==> src/rtl/latch_bank_arbiter.sv <==
// Round-robin write sequencer for a bank of level-sensitive latches: setup, gate-open and hold
// phases around every write, plus bank-wide clears that always win over pending writes.
module latch_bank_arbiter #(
  parameter  int DW       = 8,
  parameter  int AW       = 2,
  parameter  int OPEN_CYC = 2,
  localparam int NLAT     = 2**AW
) (
  input  logic              clk,
  input  logic              clr_n,
  input  logic [3:0]        req,
  input  logic [4*AW-1:0]   wr_addr,
  input  logic [4*DW-1:0]   wr_data,
  input  logic              clr_req,
  output logic [3:0]        gnt,
  output logic [3:0]        ack,
  output logic              clr_ack,
  output logic              busy,
  output logic [DW-1:0]     lat_d,
  output logic [NLAT-1:0]   lat_en,
  output logic              lat_clr
);

  typedef enum logic [2:0] {INIT_CLR, IDLE, SETUP, OPEN, HOLD, CLEAR} state_t;

  localparam logic [7:0] CNT_LOAD = 8'(OPEN_CYC - 1);

  state_t          state, state_nxt;
  logic [7:0]      cnt;
  logic [1:0]      ptr;
  logic [1:0]      win;
  logic [1:0]      rr_idx;
  logic            win_vld;
  logic [AW-1:0]   addr_q;

  // Descending scan so the requester closest to the pointer is the last one written, i.e. wins.
  always_comb begin
    win     = ptr;
    win_vld = 1'b0;
    rr_idx  = ptr;
    for (int k = 3; k >= 0; k--) begin
      rr_idx = ptr + 2'(k);
      if (req[rr_idx]) begin
        win     = rr_idx;
        win_vld = 1'b1;
      end
    end
  end

  always_ff @(posedge clk or negedge clr_n) begin
    if (!clr_n) begin
      state  <= INIT_CLR;
      cnt    <= CNT_LOAD;
      ptr    <= 2'd0;
      gnt    <= 4'd0;
      addr_q <= '0;
      lat_d  <= '0;
    end else begin
      state <= state_nxt;
      case (state)
        INIT_CLR, OPEN, CLEAR: if (cnt != 8'd0) cnt <= cnt - 8'd1;
        default:               cnt <= CNT_LOAD;
      endcase
      // Requester inputs are only ever sampled on the grant edge; later changes are ignored.
      if (state == IDLE && !clr_req && win_vld) begin
        gnt    <= 4'b0001 << win;
        ptr    <= win + 2'd1;
        addr_q <= wr_addr[win*AW +: AW];
        lat_d  <= wr_data[win*DW +: DW];
      end else if (state == HOLD) begin
        gnt <= 4'd0;
      end
    end
  end

  always_comb begin
    state_nxt = state;
    case (state)
      INIT_CLR: if (cnt == 8'd0) state_nxt = IDLE;
      IDLE: begin
        if (clr_req)      state_nxt = CLEAR;
        else if (win_vld) state_nxt = SETUP;
      end
      SETUP:    state_nxt = OPEN;
      OPEN:     if (cnt == 8'd0) state_nxt = HOLD;
      HOLD:     state_nxt = IDLE;
      CLEAR:    if (cnt == 8'd0) state_nxt = IDLE;
      default:  state_nxt = INIT_CLR;
    endcase
  end

  always_comb begin
    busy    = (state != IDLE);
    ack     = 4'd0;
    clr_ack = 1'b0;
    lat_en  = '0;
    lat_clr = 1'b0;
    case (state)
      INIT_CLR: lat_clr = 1'b1;
      OPEN:     lat_en[addr_q] = 1'b1;
      HOLD:     ack = gnt;
      CLEAR: begin
        lat_clr = 1'b1;
        clr_ack = (cnt == 8'd0);
      end
      default: ;
    endcase
  end

endmodule

==> config.mk <==
export PLATFORM = sky130hd
export DESIGN_NAME = latch_bank_arbiter
export DESIGN_NICKNAME = d
export VERILOG_FILES = /design/src/rtl/latch_bank_arbiter.sv
export SDC_FILE = /design/constraint.sdc
export NUM_CORES = 1
export LEC_CHECK = 0
export BUFFER_PORTS_ARGS = -buffer_cell sky130_fd_sc_hd__buf_2
export CAP_MARGIN = 25
export CORE_UTILIZATION = 30
export DETAILED_ROUTE_END_ITERATION = 6
export GPL_ROUTABILITY_DRIVEN = 0
export PLACE_DENSITY = 0.55
export REMOVE_ABC_BUFFERS = 1
export SLEW_MARGIN = 5
export SYNTH_ARGS = -nofsm -noshare
export SYNTH_HDL_FRONTEND = slang
export SYNTH_SLANG_ARGS = --single-unit
==> constraint.sdc <==
create_clock -name clk -period 2.4 [get_ports clk]
set_clock_uncertainty 0.1 [all_clocks]
set_input_delay 0.48 -clock clk [delete_from_list [all_inputs] [get_ports clk]]
set_output_delay 0.48 -clock clk [all_outputs]
set_load 0.005 [all_outputs]
==> reports/results.md <==
### Timing
- Final Max Slew Viols: 0
- Total Negative Setup Slacks: 0 ns
- number of endpoints with negative hold slack in the final report: 0
- max_slew headroom: 58.7%
- Fmax achieved: 434 MHz
- worst-case hold slack: 0.115 ns
- number of endpoints failing setup at the final stage: 0
- setup repair after global routing missed its margin: false
- Final Cycle Share: 95.9%
- transition time at the pin with the least slew margin: 0.619 ns
- final setup slack of the worst path: 0.0975 ns
- final period demand of the worst path: 2.30 ns

### Die
- Initial Utilization: 31.5%
- area of the placeable core: 0.00554 mm²
- boundary pin count: 70
- die boundary width: 78.3 µm
- Die Area: 0.00612 mm²
- total number of placement rows: 27
- vertical die dimension: 78.3 µm

### Global routing
- wire length of the first global-routing pass: 6.75 mm
- via count of the first global-routing pass: 1,480
- global route total overflow: 0
- largest net degree at the start of global routing: 28
- total global-route track usage: 13.9%
- antenna violations before repair: 0

### Layout
- final antenna diode count: 0
- filler cell count: 556
- multi-input combinational cell area: 962 µm²
- synth-to-layout area growth: 25.8%
- layout cells sized above 1: 35.7%
- Nets: 303
- final core area utilization: 39.6%
- area taken by flip-flops and latches: 677 µm²

### Logic synthesis
- complex-gate fraction of the synthesized area: 14.6%
- simple-gate share of the synthesized area: 21.0%
- most used flip-flop cell after synthesis: sky130_fd_sc_hd__dfrtp_1
- post-synthesis area per instance: 9.58 µm²
- Adder-Cell Fraction of Synth Area: 4.30%
- Syn. warnings: 0
- area share of the largest cell type after synthesis: 37.3%
- xor/xnor share of the synthesized area: 2.01%
- largest cells by area after synthesis: sky130_fd_sc_hd__dfrtp_1 (37%), sky130_fd_sc_hd__mux2i_1 (13%), sky130_fd_sc_hd__o221ai_1 (5.0%)
- cell taking the most area after synthesis: sky130_fd_sc_hd__dfrtp_1
- largest family of logic cells by synthesized area: simple AND/OR/NAND/NOR gates
- #FFs+latches synth: 27
- proportion of synthesized chip area in sequential cells: 38.8%
- Mapped Cells: 182
- Synth cell types: 46
- number of flops mapped to enable cells by yosys: 0
- portion of netlist area occupied by mux cells: 13.3%
- FFs w/ async S/R, synth: 100%
- combined area of all synthesized cells: 0.00174 mm²

### Clock network
- Clock Path Buffers: 2
- depth of the CTS H-tree: 1
- clock tree from TritonCTS: built
- post-CTS sizing: 0
- # clock sinks: 27
- root buffer cell: sky130_fd_sc_hd__clkbuf_8
- setup bufs post-CTS: 0
- clock-pin slew reported for the worst setup and hold paths after clock tree synthesis: 0.09 ns
- latest clock arrival within the worst-skew pair: 0.27 ns
- number of buffers inserted during clock tree synthesis: 3
- hold buffer count at CTS: 0

### Power and ir drop
- total power divided by cell area: 1140 mW/mm²
- peak supply drop: 0.362 mV
- total power: 2.50 mW
- leakage power total: 1.13 nW

### Critical path
- Worst setup SP type: flop
- maximum fanout encountered on the critical timing path: 3
- type of the worst setup path: reg2out
- Arrival @ worst endpoint: 1.72 ns
- kind of end point of the critical path: output pin
- CP required: 1.82 ns

### Detailed routing
- drc violations: 0
- DR vias/cell: 4.64
- TritonRoute pass-1 iters: 4
- routed length per placed instance: 12.2 µm
- total vias in the final route: 1,491
- count of antenna-violating nets left after detailed routing: 0
- iteration-0 DRC count of the detailed router: 81
- final WL: 3.93 mm

### Placed design
- DPL Wire Length: 3.00 mm
- worst slack at placement: 0.152 ns
- count of buffers from port buffering: 69

### Run
- number of violations of the max-capacitance limit: 0

### Min path
- hold crit path type: in2async

### Outcome
- result of the run: finished, final reports clean

==> worst max-delay path, stage by stage, from the launching register on <==
cell and delay, ns:
sky130_fd_sc_hd__dfrtp_1 0.42, sky130_fd_sc_hd__or4_4 0.57, sky130_fd_sc_hd__nor3_4 0.17, sky130_fd_sc_hd__and3_2 0.19
sky130_fd_sc_hd__buf_2 0.11
==> layer usage <==
layer | routed length [µm] | global-route usage [%] | vias to the layer above
met4 | 25 | 2.78 | 0
met2 | 1610 | 21.9 | 69
met1 | 2020 | 19.3 | 639
li1 | - | - | 781
met3 | 278 | 3.14 | 2
met5 | 0 | 0 | -
==> registers in the layout (all words and copies together), names as in the netlist <==
signal,flops
cnt,8
gnt,4
lat_d,8
ptr,2
state,3
addr_q,2
==> kinds of logic after synthesis <==
family                     count (synthesis)
and+or+nand+nor                           68
buffers and inverters                     22
adders and majority gates                  6
xor gates and xnor gates                   4
DFF                                       27
AOI/OAI and AO/OA                         32
muxes                                     23
==> cell usage after synthesis (all sizes together), types with 2 or more instances <==
cell     number
clkbuf        3
nor4b         2
a21oi         4
nand2        17
mux2i        22
a2bb2oi       2
or4           2
nor2         16
buf           7
or3           2
dfrtp        26
o21ai         8
ha            6
and2          4
nor2b         4
nand3         6
inv          12
nor3          4
xnor2         3
nand2b        2
and3          3
o221ai       10
==> worst paths after layout <==
kind                       slack, ns     start        to  cells past startpoint
max                              0.1    cnt[5]   clr_ack                      4
min                             0.12     clr_n  lat_d[6]                      1
max reg2reg                     0.39    cnt[0]    cnt[4]                      7
min reg2reg                     0.40  lat_d[3]  lat_d[3]                      2
max in group asynchronous       1.68     clr_n  state[2]                      1
min in group clk                0.40  lat_d[3]  lat_d[3]                      2
==> cell type report <==
cell class / count / share of cell area, %
Multi-Input combinational cell: 133 / 43.8
Sequential cell: 27 / 30.8
Timing Repair Buffer: 73 / 17.1
Tap cell: 72 / 4.10
Clock buffer: 4 / 2.05
Inverter: 12 / 2.05
==> where the power goes <==
group / switching (mW) / internal, mW / total, mW
sequential: 0.220 / 0.667 / 0.887
combinational: 0.698 / 0.660 / 1.36
clock: 0.137 / 0.119 / 0.256
==> through the flow <==
| stage | area, µm² | std cells |
|---|---|---|
| floorplan | 1680 | 172 |
| global placement | 2150 | 317 |
| detailed placement | 2150 | 317 |
| CTS | 2190 | 321 |
| global route | 2190 | 321 |
| finish | 2190 | 321 |
==> layout by cell type (no fill, tap or decap), types with 4 or more instances in the layout <==
cell and count:
sky130_fd_sc_hd__a21oi_1 4, sky130_fd_sc_hd__and2_1 4, sky130_fd_sc_hd__buf_2 69, sky130_fd_sc_hd__buf_4 4, sky130_fd_sc_hd__dfrtp_1 26, sky130_fd_sc_hd__ha_1 6
sky130_fd_sc_hd__inv_1 12, sky130_fd_sc_hd__mux2i_1 22, sky130_fd_sc_hd__nand2_1 17, sky130_fd_sc_hd__nand3_1 6, sky130_fd_sc_hd__nor2_1 15, sky130_fd_sc_hd__nor2b_1 4
sky130_fd_sc_hd__o21ai_0 8, sky130_fd_sc_hd__o221ai_1 10
Note: power is estimated with default switching activity, not from simulation.
